===== src/rtl/mehdi_onchip_mem_arbiter.sv =====
// Round-robin arbiter sharing one single-port on-chip RAM between two
// Avalon-MM masters. It issues at most one access per cycle, blocks
// out-of-range accesses at the RAM, and routes read data back to the
// issuing master through a fixed-latency return pipeline.
module mehdi_onchip_mem_arbiter #(
  parameter int ADDR_W       = 13,
  parameter int DATA_W       = 32,
  parameter int DEPTH        = 5120,
  parameter int READ_LATENCY = 1
) (
  input  logic                  clk,
  input  logic                  reset_n,
  input  logic [ADDR_W-1:0]     m0_address,
  input  logic [DATA_W/8-1:0]   m0_byteenable,
  input  logic                  m0_read,
  input  logic                  m0_write,
  input  logic [DATA_W-1:0]     m0_writedata,
  output logic                  m0_waitrequest,
  output logic [DATA_W-1:0]     m0_readdata,
  output logic                  m0_readdatavalid,
  input  logic [ADDR_W-1:0]     m1_address,
  input  logic [DATA_W/8-1:0]   m1_byteenable,
  input  logic                  m1_read,
  input  logic                  m1_write,
  input  logic [DATA_W-1:0]     m1_writedata,
  output logic                  m1_waitrequest,
  output logic [DATA_W-1:0]     m1_readdata,
  output logic                  m1_readdatavalid,
  output logic [ADDR_W-1:0]     mem_address,
  output logic [DATA_W/8-1:0]   mem_byteenable,
  output logic                  mem_chipselect,
  output logic                  mem_write,
  output logic [DATA_W-1:0]     mem_writedata,
  output logic                  mem_clken,
  input  logic [DATA_W-1:0]     mem_readdata
);

  localparam int BE_W = DATA_W / 8;
  localparam logic [ADDR_W:0] DEPTH_LIM = DEPTH[ADDR_W:0];

  logic                run;
  logic                last_grant;
  logic                req0, req1;
  logic                grant0, grant1, grant_any;
  logic                sel_id, sel_write, in_range;
  logic [ADDR_W-1:0]   sel_address, hold_address;
  logic [BE_W-1:0]     sel_byteenable, hold_byteenable;
  logic [DATA_W-1:0]   sel_writedata, hold_writedata;

  logic [READ_LATENCY-1:0] pipe_vld, pipe_id, pipe_oor;
  logic                    out_vld, out_id, out_oor;
  logic [DATA_W-1:0]       ret_data;

  // Requests are ignored until the first clock after reset release, which
  // keeps waitrequest high and the RAM disabled throughout reset.
  assign req0 = run & (m0_read | m0_write);
  assign req1 = run & (m1_read | m1_write);

  // last_grant = 1 means m1 was served last, so m0 wins the next tie.
  assign grant0    = req0 & (~req1 | last_grant);
  assign grant1    = req1 & (~req0 | ~last_grant);
  assign grant_any = grant0 | grant1;
  assign sel_id    = grant1;

  // Select the granted master's command; write wins when read and write are both set.
  always_comb begin
    sel_address    = m0_address;
    sel_byteenable = m0_byteenable;
    sel_writedata  = m0_writedata;
    sel_write      = m0_write;
    if (sel_id) begin
      sel_address    = m1_address;
      sel_byteenable = m1_byteenable;
      sel_writedata  = m1_writedata;
      sel_write      = m1_write;
    end
  end

  assign in_range = {1'b0, sel_address} < DEPTH_LIM;

  assign mem_chipselect = grant_any & in_range;
  assign mem_write      = mem_chipselect & sel_write;
  assign mem_address    = grant_any ? sel_address    : hold_address;
  assign mem_byteenable = grant_any ? sel_byteenable : hold_byteenable;
  assign mem_writedata  = grant_any ? sel_writedata  : hold_writedata;
  assign mem_clken      = run;

  assign m0_waitrequest = ~grant0;
  assign m1_waitrequest = ~grant1;

  // Run flag, arbitration history and the RAM drive values held over idle cycles.
  always_ff @(posedge clk or negedge reset_n) begin
    if (!reset_n) begin
      run             <= 1'b0;
      last_grant      <= 1'b1;
      hold_address    <= '0;
      hold_byteenable <= '0;
      hold_writedata  <= '0;
    end else begin
      run <= 1'b1;
      if (grant_any) begin
        last_grant      <= sel_id;
        hold_address    <= sel_address;
        hold_byteenable <= sel_byteenable;
        hold_writedata  <= sel_writedata;
      end
    end
  end

  // Read return pipeline carrying {valid, issuer id, out-of-range} in step with the RAM latency.
  always_ff @(posedge clk or negedge reset_n) begin
    if (!reset_n) begin
      pipe_vld <= '0;
      pipe_id  <= '0;
      pipe_oor <= '0;
    end else begin
      pipe_vld[0] <= grant_any & ~sel_write;
      pipe_id[0]  <= sel_id;
      pipe_oor[0] <= ~in_range;
      for (int unsigned i = 1; i < READ_LATENCY; i++) begin
        pipe_vld[i] <= pipe_vld[i-1];
        pipe_id[i]  <= pipe_id[i-1];
        pipe_oor[i] <= pipe_oor[i-1];
      end
    end
  end

  assign out_vld  = pipe_vld[READ_LATENCY-1];
  assign out_id   = pipe_id[READ_LATENCY-1];
  assign out_oor  = pipe_oor[READ_LATENCY-1];
  assign ret_data = out_oor ? '0 : mem_readdata;

  assign m0_readdatavalid = out_vld & ~out_id;
  assign m1_readdatavalid = out_vld & out_id;
  assign m0_readdata      = m0_readdatavalid ? ret_data : '0;
  assign m1_readdata      = m1_readdatavalid ? ret_data : '0;

endmodule


===== config.mk =====
export PLATFORM = sky130hd
export DESIGN_NAME = mehdi_onchip_mem_arbiter
export DESIGN_NICKNAME = d
export VERILOG_FILES = /design/src/rtl/mehdi_onchip_mem_arbiter.sv
export SDC_FILE = /design/constraint.sdc
export NUM_CORES = 1
export LEC_CHECK = 0
export BUFFER_PORTS_ARGS = -buffer_cell sky130_fd_sc_hd__clkbuf_2
export CORE_AREA = 2 2 101 103
export CTS_CLUSTER_DIAMETER = 100
export DETAILED_ROUTE_END_ITERATION = 7
export DIE_AREA = 0 0 103 105
export PLACE_DENSITY = 0.76
export SLEW_MARGIN = 40
export SYNTH_ARGS = -nofsm -noshare
export SYNTH_HDL_FRONTEND = slang
export SYNTH_SLANG_ARGS = --single-unit
export TNS_END_PERCENT = 20

===== constraint.sdc =====
create_clock -name clk -period 2.5 [get_ports clk]
set_input_delay 0.625 -clock clk [delete_from_list [all_inputs] [get_ports clk]]
set_output_delay 0.625 -clock clk [all_outputs]
set_load 0.01 [all_outputs]

Word-level counts from Yosys, hierarchy flattened --
Index checks and enable logic that the tools add are counted.
Storage, ports and cells: register bits 54, output and inout bits 120, input port bits 136, word-level logic and storage cells 41
Operators by class: bitwise logic cells 22, order comparisons 1, muxes and demuxes 10
Operator list (count):
- 32-bit two-way mux | 5
- 13-bit two-way mux | 2
- 13-bit < comparator, second input constant | 1
- 1-bit AND | 9
- 4-bit two-way mux | 2
- 1-bit NOT | 8
- 1-bit OR | 5
- 1-bit two-way mux | 1

Depth between registers and ports, before layout --
depth after elaboration 9, mapped depth 5, mapped depth without buffers 4

Least setup slack after synthesis --
No wires, ideal clock.
kind input -> output, start point input m1_write, end point output mem_address[0], path buffers 3, arrival 1.670 ns, setup slack 0.205 ns, cell stages on the path 5, required time 1.875 ns, cells stage by stage o41a_1 -> buf_2 -> buf_6 -> buf_6 -> a31oi_1
Between the ends: cells in the longest elaborated chain, start to end 7, elaborated cells between the ends (all ways) 9, classes of those cells mux (2); bitwise (7)
Ends and longest elaborated chain:
- from (decl) | line 24 | input logic m1_write,
- 1-bit OR (*) | line 57 | assign req1 = run & (m1_read | m1_write);
- 1-bit AND (*) | line 57
- 1-bit NOT | line 60 | assign grant0 = req0 & (~req1 | last_grant);
- 1-bit OR | line 60
- 1-bit AND | line 60
- 1-bit OR | line 62 | assign grant_any = grant0 | grant1;
- 13-bit two-way mux (*)
- to (decl) | line 29 | output logic [ADDR_W-1:0] mem_address,
Every way passes the cells marked *; elsewhere a longest branch is shown, timed or not.

Worst setup path in the final report --
start point input m1_write, end point output mem_writedata[7]
Between the ends: cells in the longest elaborated chain, start to end 7, elaborated cells between the ends (all ways) 9, classes of those cells mux (2); bitwise (7)
Ends and longest elaborated chain:
- 1-bit OR (*) | line 57
- 1-bit AND (*) | line 57
- 1-bit NOT | line 60
- 1-bit OR | line 60
- 1-bit AND | line 60
- 1-bit OR | line 62
- 32-bit two-way mux (*)
- to (decl) | line 33 | output logic [DATA_W-1:0] mem_writedata,
Marks and branches as above.

==> run_summary.xml <==
<?xml version="1.0" encoding="UTF-8"?>
<metrics>
  <group name="setup_path">
    <metric name="largest_incremental_delay_on_the_critical_path" unit="ns">0.57</metric>
    <metric name="worst_ep_arrival_time" unit="ns">1.91</metric>
    <metric name="critPathSlowestCell" unit="">sky130_fd_sc_hd__o41a_4</metric>
    <metric name="worst_setup_slack_for_register_to_register_paths" unit="ns">1.00</metric>
    <metric name="crit_family" unit="">compound AO/OA/AOI/OAI gates</metric>
    <metric name="worstPathRequired" unit="ns">1.88</metric>
    <metric name="critPathKind" unit="">in2out</metric>
    <metric name="cp.buffers_inverters" unit="">3</metric>
    <metric name="cp_max_fo" unit="">31</metric>
    <metric name="worst_setup_path_start_kind" unit="">input port</metric>
    <metric name="setup.worst_path.end_class" unit="">primary output</metric>
    <metric name="path_cells" unit="">buf_6, o41a_4, buf_16, nor2_1, a31oi_2, buf_2</metric>
  </group>
  <group name="sta">
    <metric name="setup_repair_after_global_routing_missed_its_margin" unit="">yes</metric>
    <metric name="fraction_of_the_cycle_the_final_worst_path_needs" unit="">1.01</metric>
    <metric name="period_minus_slack" unit="ns">2.54</metric>
    <metric name="summed_negative_setup_slack_over_all_endpoints" unit="ns">-0.239</metric>
    <metric name="tightest_slew" unit="ns">0.693</metric>
    <metric name="postLayoutSetupSlackWorst" unit="ns">-0.0361</metric>
    <metric name="finalClockSkew" unit="ns">0.00731</metric>
    <metric name="fin_max_slew_vios" unit="">0</metric>
    <metric name="whs" unit="ns">0.345</metric>
    <metric name="final-setup-viol-count" unit="">16</metric>
    <metric name="max_slew_margin" unit="">0.538</metric>
    <metric name="max_clock_freq" unit="MHz">394</metric>
    <metric name="total_count_of_hold_check_failures_in_the_final_report" unit="">0</metric>
  </group>
  <group name="placed_design">
    <metric name="gp_routability_congestion" unit="">0.797</metric>
    <metric name="detailedPlacementHpwl" unit="um">9160</metric>
    <metric name="place_area" unit="um2">4670</metric>
    <metric name="placement.io_buffers" unit="">255</metric>
  </group>
  <group name="synth">
    <metric name="yosys_warnings" unit="">0</metric>
    <metric name="synth_top_family_by_area" unit="">simple AND/OR/NAND/NOR gates</metric>
    <metric name="ys_seq_area_frac" unit="">0.429</metric>
    <metric name="synth-xor-area-share" unit="">0</metric>
    <metric name="synth_adder_area_share" unit="">0</metric>
    <metric name="synth_area_leaders" unit="">sky130_fd_sc_hd__dfrtp_1 42%, sky130_fd_sc_hd__nor2_1 14%, sky130_fd_sc_hd__a31oi_1 9.7%</metric>
    <metric name="syn_inst" unit="">417</metric>
    <metric name="synth.area.mux_share" unit="">0</metric>
    <metric name="synth_compound_area_frac" unit="">0.207</metric>
    <metric name="synth-simple-area-share" unit="">0.295</metric>
    <metric name="number_of_synthesized_register_bits" unit="">54</metric>
    <metric name="synth_cell_types" unit="">26</metric>
    <metric name="post_synth.cell_area_avg" unit="um2">7.56</metric>
    <metric name="mappedNetlistNets" unit="">553</metric>
    <metric name="syn-cell-area" unit="um2">3150</metric>
    <metric name="synth_largest_type_area_fraction" unit="">0.421</metric>
    <metric name="synth_largest_area_cell" unit="">sky130_fd_sc_hd__dfrtp_1</metric>
  </group>
  <group name="status">
    <metric name="failed_checks" unit="">setup timing</metric>
    <metric name="outcome" unit="">finished, violations left</metric>
  </group>
  <group name="clocking">
    <metric name="clockBufferDepth" unit="">2</metric>
    <metric name="cts_num_sinks" unit="">54</metric>
    <metric name="cts_root_buffer" unit="">sky130_fd_sc_hd__clkbuf_8</metric>
    <metric name="clock_tree.htree_level_count" unit="">2</metric>
    <metric name="cts_tree" unit="">done</metric>
    <metric name="path_clk_slew" unit="ns">0.10</metric>
    <metric name="clock_latency" unit="ns">0.30</metric>
    <metric name="total_cts_buffers" unit="">5</metric>
    <metric name="hold_buf_cts" unit="">0</metric>
  </group>
  <group name="cells_and_area">
    <metric name="post_route_cells_drive_above_1_share" unit="">0.523</metric>
    <metric name="layout.nets" unit="">807</metric>
    <metric name="final.fill_count" unit="">887</metric>
    <metric name="final_design_area_no_fill" unit="um2">5360</metric>
    <metric name="final-seq-area" unit="um2">1350</metric>
    <metric name="areaGrowthSynthToFinish" unit="%">70.0</metric>
    <metric name="multi_input_comb_area" unit="um2">1920</metric>
  </group>
  <group name="global_route">
    <metric name="globalRoute.totalOverflow" unit="">0</metric>
    <metric name="number_of_antenna_violations_at_the_first_check_in_global_routing" unit="">1</metric>
    <metric name="grt_pass1_vias" unit="">3828</metric>
    <metric name="grt_pass1_wl" unit="um">18200</metric>
    <metric name="grt_overall_usage" unit="">0.209</metric>
    <metric name="grt_max_degree" unit="">35</metric>
  </group>
  <group name="flow_run">
    <metric name="drv_cap" unit="">0</metric>
  </group>
  <group name="floorplanning">
    <metric name="core.rowCount" unit="">36</metric>
    <metric name="core" unit="um2">9640</metric>
    <metric name="number_of_top_level_design_ports" unit="">256</metric>
    <metric name="die_area" unit="um2">10800</metric>
    <metric name="start_util" unit="">0.327</metric>
    <metric name="width_of_the_die" unit="um">103</metric>
    <metric name="floorplan.die.height" unit="um">105</metric>
  </group>
  <group name="detailed_routing">
    <metric name="tritonroute_pass_1_iters" unit="">4</metric>
    <metric name="routed_wire_length_per_instance" unit="um">16.3</metric>
    <metric name="route.detailed.drc" unit="">0</metric>
    <metric name="detail-route-antenna-nets" unit="">0</metric>
    <metric name="drt_iter0_drc" unit="">206</metric>
    <metric name="postRouteWirelength" unit="um">13100</metric>
    <metric name="vias" unit="">4162</metric>
    <metric name="average_vias_per_placed_instance" unit="">5.17</metric>
  </group>
  <group name="pwr">
    <metric name="power.static_leakage" unit="nW">2.57</metric>
    <metric name="finalPower" unit="W">0.00272</metric>
    <metric name="peakVddDrop" unit="mV">0.275</metric>
    <metric name="pwr_density_cell" unit="nW/um2">507</metric>
  </group>
  <group name="min_path">
    <metric name="hp-class" unit="">in2async</metric>
  </group>
</metrics>
==> through the flow <==
step,utilization,setup slack [ns],std cells
4_1_cts,0.515,-0.0408,792
6_report,0.556,-0.0361,805
3_5_place_dp,0.484,-0.0634,782
2_1_floorplan,-,0.205,417
3_3_place_gp,0.484,-0.00698,782
5_1_grt,0.556,-0.0668,804
==> cell usage in the layout, fill, tap and decap left out, types with 3 or more instances in the layout <==
| cell | netlist | final |
|---|---|---|
| sky130_fd_sc_hd__a21oi_1 | 5 | 5 |
| sky130_fd_sc_hd__a31oi_1 | 49 | 16 |
| sky130_fd_sc_hd__a31oi_2 | 0 | 30 |
| sky130_fd_sc_hd__a31oi_4 | 0 | 3 |
| sky130_fd_sc_hd__buf_12 | 0 | 10 |
| sky130_fd_sc_hd__buf_2 | 4 | 21 |
| sky130_fd_sc_hd__buf_4 | 0 | 14 |
| sky130_fd_sc_hd__buf_6 | 5 | 5 |
| sky130_fd_sc_hd__clkbuf_16 | 0 | 4 |
| sky130_fd_sc_hd__clkbuf_2 | 5 | 231 |
| sky130_fd_sc_hd__clkbuf_8 | 0 | 6 |
| sky130_fd_sc_hd__dfrtp_1 | 53 | 52 |
| sky130_fd_sc_hd__inv_1 | 3 | 3 |
| sky130_fd_sc_hd__nand2_1 | 3 | 3 |
| sky130_fd_sc_hd__nand2b_1 | 33 | 33 |
| sky130_fd_sc_hd__nand3_1 | 46 | 45 |
| sky130_fd_sc_hd__nor2_1 | 115 | 107 |
| sky130_fd_sc_hd__nor2_2 | 0 | 6 |
| sky130_fd_sc_hd__o21ai_0 | 53 | 48 |
| sky130_fd_sc_hd__o21ai_1 | 1 | 3 |
==> per-layer routing <==
layer / global-route usage / up-vias / share of wire
met5: 0 / - / 0
met4: 0.0573 / 0 / 0.015
met3: 0.0334 / 19 / 0.071
met2: 0.390 / 210 / 0.53
met1: 0.240 / 1974 / 0.39
li1: - / 1959 / -
==> final timing paths <==
path	startpoint	endpoint	cells after the start
worst min-delay path	reset_n	hold_writedata[12]$_DFF_PN0_	1
min in group clk	hold_writedata[11]$_DFF_PN0_	hold_writedata[11]$_DFF_PN0_	2
worst max register to register	last_grant$_DFFE_PN1N_	hold_address[12]$_DFF_PN0_	6
max in group asynchronous	reset_n	hold_writedata[14]$_DFF_PN0_	2
worst max-delay path	m1_write	mem_writedata[7]	6
worst min register to register	hold_writedata[11]$_DFF_PN0_	hold_writedata[11]$_DFF_PN0_	2
==> flip-flops by register name, indices dropped and copies added, names as in the netlist <==
register and cells:
hold_byteenable 4, last_grant 1, out_vld 1, out_oor 1
out_id 1, hold_writedata 32, hold_address 13, mem_clken 1
==> area by class of cell <==
class | count | share of cell area
multi-input combinational | 319 | 0.358
clock buffer | 6 | 0.0154
tap | 133 | 0.0310
sequential | 54 | 0.253
clock inverter | 1 | 0.00560
inverter | 3 | 0.00210
timing repair buffer | 288 | 0.335
antenna | 1 | 0.000467
==> cells by family after synthesis <==
family | after synthesis
AOI/OAI and AO/OA | 114
other | 1
and+or+nand+nor | 204
buffers and inverters | 44
DFF | 54
==> report_power, final <==
group	switching, W	leakage [nW]	total, W	internal [W]
sequential	0.0000551	0.611	0.00105	0.000993
combinational	0.000591	1.90	0.00107	0.000479
clock	0.000277	0.0573	0.000598	0.000321
==> worst register-to-register path, cell delays in order, from the launching register on <==
cell	delay [ns]
sky130_fd_sc_hd__dfstp_2	0.55
sky130_fd_sc_hd__buf_4	0.14
sky130_fd_sc_hd__o21ai_4	0.08
sky130_fd_sc_hd__buf_12	0.16
sky130_fd_sc_hd__a31oi_1	0.23
sky130_fd_sc_hd__a21oi_1	0.11
sky130_fd_sc_hd__buf_4	0.14
==> Yosys cell counts <==
| master | count |
|---|---|
| sky130_fd_sc_hd__nor2_1 | 115 |
| sky130_fd_sc_hd__dfrtp_1 | 53 |
| sky130_fd_sc_hd__o21ai_0 | 53 |
| sky130_fd_sc_hd__a31oi_1 | 49 |
| sky130_fd_sc_hd__nand3_1 | 46 |
| sky130_fd_sc_hd__nand2b_1 | 33 |
| sky130_fd_sc_hd__clkbuf_1 | 27 |
| sky130_fd_sc_hd__a21oi_1 | 5 |
| sky130_fd_sc_hd__buf_6 | 5 |
| sky130_fd_sc_hd__clkbuf_2 | 5 |
| sky130_fd_sc_hd__buf_2 | 4 |
| sky130_fd_sc_hd__inv_1 | 3 |
| sky130_fd_sc_hd__nand2_1 | 3 |
| sky130_fd_sc_hd__nor3_1 | 3 |
| sky130_fd_sc_hd__o21a_1 | 2 |
| sky130_fd_sc_hd__and3b_1 | 1 |
| sky130_fd_sc_hd__and4bb_2 | 1 |
| sky130_fd_sc_hd__conb_1 | 1 |
| sky130_fd_sc_hd__dfstp_2 | 1 |
| sky130_fd_sc_hd__o21ai_1 | 1 |
| sky130_fd_sc_hd__o21bai_1 | 1 |
| sky130_fd_sc_hd__o31a_1 | 1 |
| sky130_fd_sc_hd__o41a_1 | 1 |
| sky130_fd_sc_hd__o41ai_1 | 1 |
| sky130_fd_sc_hd__or2_2 | 1 |
| sky130_fd_sc_hd__or4_1 | 1 |
==> timing repair <==
action                                  4_1_cts  5_1_grt
endpoints found under the setup margin       50       50
resized for setup                            21       74
gates cloned                                  2        5
pin swaps                                     1       25
buffers inserted                              1        7
No activity file was read; power rests on OpenSTA's default activity.
